### src/rtl/dual_issue_operand_stage.sv
// dual_issue_operand_stage
//   Issue / operand-fetch stage sitting directly in front of the dual-port
//   register file. It accepts a decoded instruction pair (slots a and b),
//   checks read-after-write and write-after-write hazards against a
//   one-bit-per-register scoreboard, and drives the four register-file read
//   ports. Issued operands are registered into the ID/EX register. Issue is
//   in order: slot b never goes before slot a. A pair whose b depends on a
//   is split over two or more cycles.
//
// Optional feature (macro WB_BYPASS_EN):
//   defined   - a source matching an active writeback port this cycle takes
//               the writeback data and is not treated as a hazard.
//   undefined - operands come only from the register file; a consumer waits
//               until the cycle after the writeback edge.
//
// Ports:
//   clk, reset                  clock (rising edge), synchronous active-low reset
//   in_valid / in_ready         pair handshake
//   in_{a,b}_vld/src0/src1/dst/wr/ctl   decoded slot contents
//   rd_addr_{a,b}{0,1}          register-file read addresses (0 when empty)
//   rd_data_{a,b}{0,1}          register-file read data (same cycle)
//   wb_en/wb_addr/wb_data_{a,b} writeback ports (shared with the register file)
//   out_ready                   execute stage can accept
//   ex_{a,b}_valid/op0/op1/dst/wr/ctl   ID/EX register outputs
module dual_issue_operand_stage #(
  parameter int DATA_W = 32,
  parameter int ADDR_W = 5,
  parameter int CTL_W  = 16
) (
  input  logic              clk,
  input  logic              reset,
  input  logic              in_valid,
  output logic              in_ready,
  input  logic              in_a_vld,
  input  logic [ADDR_W-1:0] in_a_src0,
  input  logic [ADDR_W-1:0] in_a_src1,
  input  logic [ADDR_W-1:0] in_a_dst,
  input  logic              in_a_wr,
  input  logic [CTL_W-1:0]  in_a_ctl,
  input  logic              in_b_vld,
  input  logic [ADDR_W-1:0] in_b_src0,
  input  logic [ADDR_W-1:0] in_b_src1,
  input  logic [ADDR_W-1:0] in_b_dst,
  input  logic              in_b_wr,
  input  logic [CTL_W-1:0]  in_b_ctl,
  output logic [ADDR_W-1:0] rd_addr_a0,
  output logic [ADDR_W-1:0] rd_addr_a1,
  output logic [ADDR_W-1:0] rd_addr_b0,
  output logic [ADDR_W-1:0] rd_addr_b1,
  input  logic [DATA_W-1:0] rd_data_a0,
  input  logic [DATA_W-1:0] rd_data_a1,
  input  logic [DATA_W-1:0] rd_data_b0,
  input  logic [DATA_W-1:0] rd_data_b1,
  input  logic              wb_en_a,
  input  logic [ADDR_W-1:0] wb_addr_a,
  input  logic [DATA_W-1:0] wb_data_a,
  input  logic              wb_en_b,
  input  logic [ADDR_W-1:0] wb_addr_b,
  input  logic [DATA_W-1:0] wb_data_b,
  input  logic              out_ready,
  output logic              ex_a_valid,
  output logic [DATA_W-1:0] ex_a_op0,
  output logic [DATA_W-1:0] ex_a_op1,
  output logic [ADDR_W-1:0] ex_a_dst,
  output logic              ex_a_wr,
  output logic [CTL_W-1:0]  ex_a_ctl,
  output logic              ex_b_valid,
  output logic [DATA_W-1:0] ex_b_op0,
  output logic [DATA_W-1:0] ex_b_op1,
  output logic [ADDR_W-1:0] ex_b_dst,
  output logic              ex_b_wr,
  output logic [CTL_W-1:0]  ex_b_ctl
);

  localparam int NREG = 1 << ADDR_W;

  typedef enum logic [1:0] {EMPTY, PAIR, B_ONLY} state_t;

  state_t state, state_nxt;

  logic              h_a_vld, h_a_wr, h_b_vld, h_b_wr;
  logic [ADDR_W-1:0] h_a_src0, h_a_src1, h_a_dst;
  logic [ADDR_W-1:0] h_b_src0, h_b_src1, h_b_dst;
  logic [CTL_W-1:0]  h_a_ctl, h_b_ctl;

  logic [NREG-1:0] sb, sb_nxt;

  logic [3:0][ADDR_W-1:0] src_addr;
  logic [3:0][DATA_W-1:0] rdat;
  logic [3:0][DATA_W-1:0] opnd;
  logic [3:0]             src_hz;

  logic adv, hz_a, hz_b, dep;
  logic a_go, b_go, a_done, b_done, all_done, accept;

  // Source order: 0/1 = slot a, 2/3 = slot b
  assign src_addr = {h_b_src1, h_b_src0, h_a_src1, h_a_src0};
  assign rdat     = {rd_data_b1, rd_data_b0, rd_data_a1, rd_data_a0};

  // Register-file read addresses come straight from the holding register
  always_comb begin
    rd_addr_a0 = '0;
    rd_addr_a1 = '0;
    rd_addr_b0 = '0;
    rd_addr_b1 = '0;
    if (state != EMPTY) begin
      rd_addr_a0 = h_a_src0;
      rd_addr_a1 = h_a_src1;
      rd_addr_b0 = h_b_src0;
      rd_addr_b1 = h_b_src1;
    end
  end

`ifdef WB_BYPASS_EN
  // A source hit by a writeback this cycle takes that data and is free;
  // port b is applied last so it wins when both ports match.
  always_comb begin
    opnd   = rdat;
    src_hz = '0;
    for (int i = 0; i < 4; i++) begin
      src_hz[i] = sb[src_addr[i]];
      if (wb_en_a && (wb_addr_a == src_addr[i])) begin
        opnd[i]   = wb_data_a;
        src_hz[i] = 1'b0;
      end
      if (wb_en_b && (wb_addr_b == src_addr[i])) begin
        opnd[i]   = wb_data_b;
        src_hz[i] = 1'b0;
      end
    end
  end
`else
  logic unused_wb_data;
  assign unused_wb_data = ^{wb_data_a, wb_data_b};

  always_comb begin
    opnd   = rdat;
    src_hz = '0;
    for (int i = 0; i < 4; i++) begin
      src_hz[i] = sb[src_addr[i]];
    end
  end
`endif

  assign hz_a = src_hz[0] | src_hz[1] | (h_a_wr & sb[h_a_dst]);
  assign hz_b = src_hz[2] | src_hz[3] | (h_b_wr & sb[h_b_dst]);

  // b cannot travel with a when it touches the register a is about to write
  assign dep = h_a_vld & h_a_wr &
               ((h_b_src0 == h_a_dst) | (h_b_src1 == h_a_dst) | (h_b_dst == h_a_dst));

  assign adv = out_ready | ~(ex_a_valid | ex_b_valid);

  // Issue decision and next state; an absent slot counts as already issued
  always_comb begin
    state_nxt = state;
    a_go      = 1'b0;
    b_go      = 1'b0;
    a_done    = 1'b0;
    b_done    = 1'b0;
    all_done  = 1'b0;
    case (state)
      EMPTY: begin
        all_done = 1'b1;
      end
      PAIR: begin
        a_go     = h_a_vld & adv & ~hz_a;
        a_done   = ~h_a_vld | a_go;
        b_go     = h_b_vld & adv & ~hz_b & a_done & ~dep;
        b_done   = ~h_b_vld | b_go;
        all_done = a_done & b_done;
        if (a_done && !b_done) begin
          state_nxt = B_ONLY;
        end
      end
      B_ONLY: begin
        b_go     = adv & ~hz_b;
        all_done = b_go;
      end
      default: begin
        state_nxt = EMPTY;
      end
    endcase
    in_ready = reset & all_done;
    accept   = in_valid & in_ready & (in_a_vld | in_b_vld);
    if (all_done) begin
      state_nxt = accept ? PAIR : EMPTY;
    end
  end

  // Scoreboard: writebacks clear first, then issued writers set (set wins)
  always_comb begin
    sb_nxt = sb;
    if (wb_en_a) sb_nxt[wb_addr_a] = 1'b0;
    if (wb_en_b) sb_nxt[wb_addr_b] = 1'b0;
    if (a_go && h_a_wr) sb_nxt[h_a_dst] = 1'b1;
    if (b_go && h_b_wr) sb_nxt[h_b_dst] = 1'b1;
  end

  // State, scoreboard, holding register and ID/EX register
  always_ff @(posedge clk) begin
    if (!reset) begin
      state      <= EMPTY;
      sb         <= '0;
      h_a_vld    <= 1'b0;
      h_a_src0   <= '0;
      h_a_src1   <= '0;
      h_a_dst    <= '0;
      h_a_wr     <= 1'b0;
      h_a_ctl    <= '0;
      h_b_vld    <= 1'b0;
      h_b_src0   <= '0;
      h_b_src1   <= '0;
      h_b_dst    <= '0;
      h_b_wr     <= 1'b0;
      h_b_ctl    <= '0;
      ex_a_valid <= 1'b0;
      ex_a_op0   <= '0;
      ex_a_op1   <= '0;
      ex_a_dst   <= '0;
      ex_a_wr    <= 1'b0;
      ex_a_ctl   <= '0;
      ex_b_valid <= 1'b0;
      ex_b_op0   <= '0;
      ex_b_op1   <= '0;
      ex_b_dst   <= '0;
      ex_b_wr    <= 1'b0;
      ex_b_ctl   <= '0;
    end else begin
      state <= state_nxt;
      sb    <= sb_nxt;
      if (accept) begin
        h_a_vld  <= in_a_vld;
        h_a_src0 <= in_a_src0;
        h_a_src1 <= in_a_src1;
        h_a_dst  <= in_a_dst;
        h_a_wr   <= in_a_wr;
        h_a_ctl  <= in_a_ctl;
        h_b_vld  <= in_b_vld;
        h_b_src0 <= in_b_src0;
        h_b_src1 <= in_b_src1;
        h_b_dst  <= in_b_dst;
        h_b_wr   <= in_b_wr;
        h_b_ctl  <= in_b_ctl;
      end
      // Payload fields hold when a lane goes idle; only valid/wr drop
      if (adv) begin
        ex_a_valid <= a_go;
        ex_a_wr    <= a_go & h_a_wr;
        if (a_go) begin
          ex_a_op0 <= opnd[0];
          ex_a_op1 <= opnd[1];
          ex_a_dst <= h_a_dst;
          ex_a_ctl <= h_a_ctl;
        end
        ex_b_valid <= b_go;
        ex_b_wr    <= b_go & h_b_wr;
        if (b_go) begin
          ex_b_op0 <= opnd[2];
          ex_b_op1 <= opnd[3];
          ex_b_dst <= h_b_dst;
          ex_b_ctl <= h_b_ctl;
        end
      end
    end
  end

endmodule

### config.mk
export PLATFORM = sky130hd
export DESIGN_NAME = dual_issue_operand_stage
export DESIGN_NICKNAME = d
export VERILOG_FILES = /design/src/rtl/dual_issue_operand_stage.sv
export SDC_FILE = /design/constraint.sdc
export NUM_CORES = 1
export LEC_CHECK = 0
export CELL_PAD_IN_SITES_DETAIL_PLACEMENT = 2
export CELL_PAD_IN_SITES_GLOBAL_PLACEMENT = 2
export CORE_MARGIN = 4
export CORE_UTILIZATION = 23
export DETAILED_ROUTE_END_ITERATION = 8
export PLACE_DENSITY_LB_ADDON = 0.1
export REMOVE_ABC_BUFFERS = 1
export SETUP_SLACK_MARGIN = 0.05
export SLEW_MARGIN = 20
export SYNTH_ARGS = -nofsm -noshare
export SYNTH_HDL_FRONTEND = slang
export SYNTH_SLANG_ARGS = --single-unit
export TNS_END_PERCENT = 5
### constraint.sdc
create_clock -name clk -period 3.6 [get_ports clk]
set_input_delay 0.9 -clock clk [delete_from_list [all_inputs] [get_ports clk]]
set_output_delay 0.9 -clock clk [all_outputs]
set_load 0.02 [all_outputs]
==> results.toml <==
[routing]
drt-wirelength-per-cell_um = 22.4
detail-route-antenna-nets = 0
detailroute.via_count = 13200
drt_pass1_iterations = 5
detail_route.vias_per_cell = 4.83
drc = 0
drt-total-wl_mm = 61.2
drt_iter0_drc = 581

[timing]
fmaxAchievable_mhz = 238
max_slew.worst_pin.slew_ns = 0.695
fin_worst_skew_ns = 0.0203
rsz0062_at_grt = "true"
final-hold-violation-count = 0
layout_worst_path_cycle_share_pct = 117
fin_crit_ns = 4.21
number_of_pins_exceeding_their_max_slew_limit_in_the_final_report = 0
hold-worst-slack_ns = 0.452
setup_slack_ns = -0.610
slew-limit-headroom_pct = 53.6
final-setup-viol-count = 81

[floorplan]
design.portCount = 469
core_area_sq_um = 55400
die-area_sq_um = 60200
floorplan.initialDensity_pct = 23.4
die_height_um = 245
die_width_um = 245
core.rowCount = 86

[hold_path]
hold_start = "ex_b_op1[17]$_SDFFE_PN0P_"
holdPathStages = 2
hold_path_end = "ex_b_op1[17]$_SDFFE_PN0P_"
holdCritPathClass = "reg2reg"

[outcome]
violations = "negative setup slack"
run_status = "finished, violations left"

[worst_setup_path]
worst-endpoint-required_ns = 2.70
cp_cell_sequence = "clkdlybuf4s50_1 > nor2_1 > or4_1 > nor3b_1 > a21oi_2 > a211oi_2 > a221o_4 > nor2b_4 > and2_4 > buf_6"
cpMaxStageDelayCell = "sky130_fd_sc_hd__or4_1"
worst_r2r_startpoint = "h_a_src0[1]$_SDFFE_PN0P_"
setup.worst_path.start_class = "input port"
worst-endpoint-arrival_ns = 3.31
timing.reg2reg.setup_slack_ns = -0.18
r2r.worst_path.cells = 14
timing.critical_path.max_delay_family = "simple AND/OR/NAND/NOR gates"
criticalPathCategory = "in2out"
regToRegEndpoint = "sb[1]$_SDFF_PN0_"
setup.worst_path.end_class = "output pin"
critPathBufInv = 2
worstPathMaxFanout = 2
timing.critical_path.slowest_cell_delay_ns = 0.53

[synthesis]
synth-warning-count = 0
syn_area_sq_um = 13000
synth_top_area_cell = "sky130_fd_sc_hd__dfxtp_1"
number_of_flops_mapped_to_enable_cells_by_yosys = 0
synth.distinct_cells = 63
netlist.area_leader.share_pct = 42.3
synthCells = 1462
synthMostInstantiatedCell = "sky130_fd_sc_hd__dfxtp_1"
ys.flop_type = "sky130_fd_sc_hd__dfxtp_1"
number_of_synthesized_register_bits = 274
avgSynthCellArea_sq_um = 8.86
synth_area_leaders = "sky130_fd_sc_hd__dfxtp_1 42%, sky130_fd_sc_hd__mux2i_1 8.9%, sky130_fd_sc_hd__nand3_1 6.3%"
synth-seq-area-share_pct = 42.3
synth_top_cells_by_count = "274 x sky130_fd_sc_hd__dfxtp_1, 182 x sky130_fd_sc_hd__nand2_1, 163 x sky130_fd_sc_hd__nand3_1, 115 x sky130_fd_sc_hd__mux2i_1, 115 x sky130_fd_sc_hd__nor2b_1"
ys_async_sr_fraction_pct = 0

[power_and_ir_drop]
power.share.combinational_pct = 11.9
netsw_w = 0.00195
switching_share_pct = 25.0
power.total_w = 0.00779
irDropWorstVdd_mv = 0.238
pwr_density_cell_nw_per_um2 = 383
power.internal_w = 0.00584
power.clock.fraction_pct = 47.4
seq_power_share_pct = 40.7
power_leakage_nw = 6.94

[placed_design]
globalplace.congestion = 0.877
dp_worst_setup_slack_ns = -0.680
dpl.hpwl_mm = 46.4
placement_stage_cell_area_sq_um = 18900
place.port_buffers = 404

[global_route]
grt.total_usage_pct = 19.6
grt_pass1_wl_mm = 91.2
grt_max_degree = 146
grt_antenna_before_repair = 13
globalRoute.totalOverflow = 0
grt_pass1_vias = 14300

[clock_tree]
insertion_delay_ns = 0.55
cts.htree.levels = 2
cts.reportedPaths.clkPinSlew_ns = 0.06
max-clock-path-buffers = 3
tritoncts_num_sinks = 274
cts-hold-fix-buffers = 0
tritoncts = "built"
cts-buffers-inserted = 37
clockRootBuffer = "sky130_fd_sc_hd__clkbuf_16"

[final_layout]
nNetsFinal = 2235
final_util_pct = 36.7
post_route_cells_drive_above_1_share_pct = 15.4
final_area_sq_um = 20300
syn_to_final_growth_pct = 56.9

[run]
cap_viol_max_count = 0
==> what timing repair did <==
action,4_1_cts,5_1_grt
endpoints found under the setup margin,141,202
hold endpoints to repair,0,0
setup buffers,2,3
pin swaps,9,3
gates resized for setup,24,21
cloned,0,2
==> state kept, by name, indices dropped and copies added, names as in the netlist, 16 cells and up <==
name and flops:
ex_b_op1 32, ex_b_op0 32, h_a_ctl 16, ex_a_ctl 16, ex_a_op0 32, h_b_ctl 16, ex_b_ctl 16, sb 32
ex_a_op1 32
==> routing by layer <==
| layer | share of wire, % | wire length [um] | vias up | global-route usage (%) |
|---|---|---|---|---|
| met1 | 41 | 25200 | 6615 | 23.6 |
| met4 | 2.2 | 1320 | 10 | 4.81 |
| li1 | - | - | 6216 | - |
| met2 | 50 | 30500 | 301 | 34.3 |
| met5 | 0.11 | 69 | - | 0 |
| met3 | 6.6 | 4050 | 79 | 5.89 |
==> cells in the final DEF, fill, tap and decap left out, types with 7 or more instances in the layout <==
master	instances
sky130_fd_sc_hd__xor2_1	9
sky130_fd_sc_hd__clkbuf_1	10
sky130_fd_sc_hd__clkbuf_16	40
sky130_fd_sc_hd__a31oi_1	12
sky130_fd_sc_hd__diode_2	7
sky130_fd_sc_hd__o21ai_1	78
sky130_fd_sc_hd__nor3_1	12
sky130_fd_sc_hd__nor3b_1	9
sky130_fd_sc_hd__nor2_1	42
sky130_fd_sc_hd__a21oi_1	11
sky130_fd_sc_hd__nand2_1	182
sky130_fd_sc_hd__nand2b_1	9
sky130_fd_sc_hd__clkdlybuf4s50_1	402
sky130_fd_sc_hd__nand3b_1	13
sky130_fd_sc_hd__a32oi_1	17
sky130_fd_sc_hd__nor2b_1	114
sky130_fd_sc_hd__dfxtp_1	269
sky130_fd_sc_hd__inv_1	7
sky130_fd_sc_hd__mux4_2	32
sky130_fd_sc_hd__nand3_1	163
sky130_fd_sc_hd__buf_6	8
sky130_fd_sc_hd__buf_4	151
sky130_fd_sc_hd__o22ai_1	18
sky130_fd_sc_hd__mux2i_1	114
sky130_fd_sc_hd__buf_12	16
sky130_fd_sc_hd__and3_1	7
sky130_fd_sc_hd__o21ai_0	107
sky130_fd_sc_hd__clkbuf_8	8
sky130_fd_sc_hd__o22a_1	17
==> through the flow <==
stage           TNS, ns  instances
2_1_floorplan  -1204.40       1335
3_3_place_gp     -59.17       2659
3_5_place_dp     -63.46       2659
4_1_cts          -0.890       2725
5_1_grt          -33.90       2732
6_report          -4.15       2737
==> layout make-up <==
| cell class | instances | area [sq um] |
|---|---|---|
| multi-input combinational | 1054 | 6950 |
| tap | 748 | 936 |
| inverter | 7 | 26.3 |
| sequential | 274 | 5490 |
| timing repair buffer | 583 | 5700 |
| clock inverter | 8 | 105 |
| antenna | 7 | 17.5 |
| clock buffer | 56 | 1100 |
| fill | 6056 | 35100 |
==> how the worst max path moves through the flow <==
stage                                         from                end  cells past startpoint
final                                    out_ready           in_ready                     10
after global routing      h_a_src0[1]$_SDFFE_PN0P_           in_ready                     11
after CTS                 h_a_src0[1]$_SDFFE_PN0P_           in_ready                     11
after detailed placement                 out_ready           in_ready                     10
after global placement                   out_ready           in_ready                     10
after floorplan            h_a_dst[1]$_SDFFE_PN0P_  sb[29]$_SDFF_PN0_                      9
==> worst reg2reg max path, cell delays in order, from the launching register on <==
cell and delay, ns:
sky130_fd_sc_hd__dfxtp_2 0.34, sky130_fd_sc_hd__buf_12 0.11, sky130_fd_sc_hd__mux4_2 0.51, sky130_fd_sc_hd__mux2i_1 0.18
sky130_fd_sc_hd__o311ai_1 0.12, sky130_fd_sc_hd__or3_1 0.32, sky130_fd_sc_hd__a211o_1 0.31, sky130_fd_sc_hd__buf_4 0.16
sky130_fd_sc_hd__buf_4 0.12, sky130_fd_sc_hd__buf_6 0.11, sky130_fd_sc_hd__a2111oi_2 0.39, sky130_fd_sc_hd__o211a_4 0.32
sky130_fd_sc_hd__nand3b_1 0.27, sky130_fd_sc_hd__buf_6 0.22, sky130_fd_sc_hd__o21ai_0 0.20
==> cell families after synthesis <==
kind of cell | Yosys count | share of synthesized area (%)
AND/OR/NAND/NOR | 583 | 22.6
AO/OA/AOI/OAI | 299 | 13.8
flip-flops | 274 | 42.3
multiplexers | 153 | 15.0
buffers and inverters | 134 | 4.91
XOR/XNOR | 15 | 1.01
adder cells (fa/ha/maj) | 4 | 0.386
==> power groups by stage <==
stage / Clock (W) / Sequential [W] / Combinational, W
2_1_floorplan: 0 / 0.00327 / 0.000276
3_3_place_gp: 0 / 0.00323 / 0.000900
3_5_place_dp: 0 / 0.00323 / 0.000918
4_1_cts: 0.00383 / 0.00317 / 0.000933
5_1_grt: 0.00395 / 0.00318 / 0.00100
6_report: 0.00369 / 0.00317 / 0.000927
Note: power is estimated with default switching activity, not from simulation.
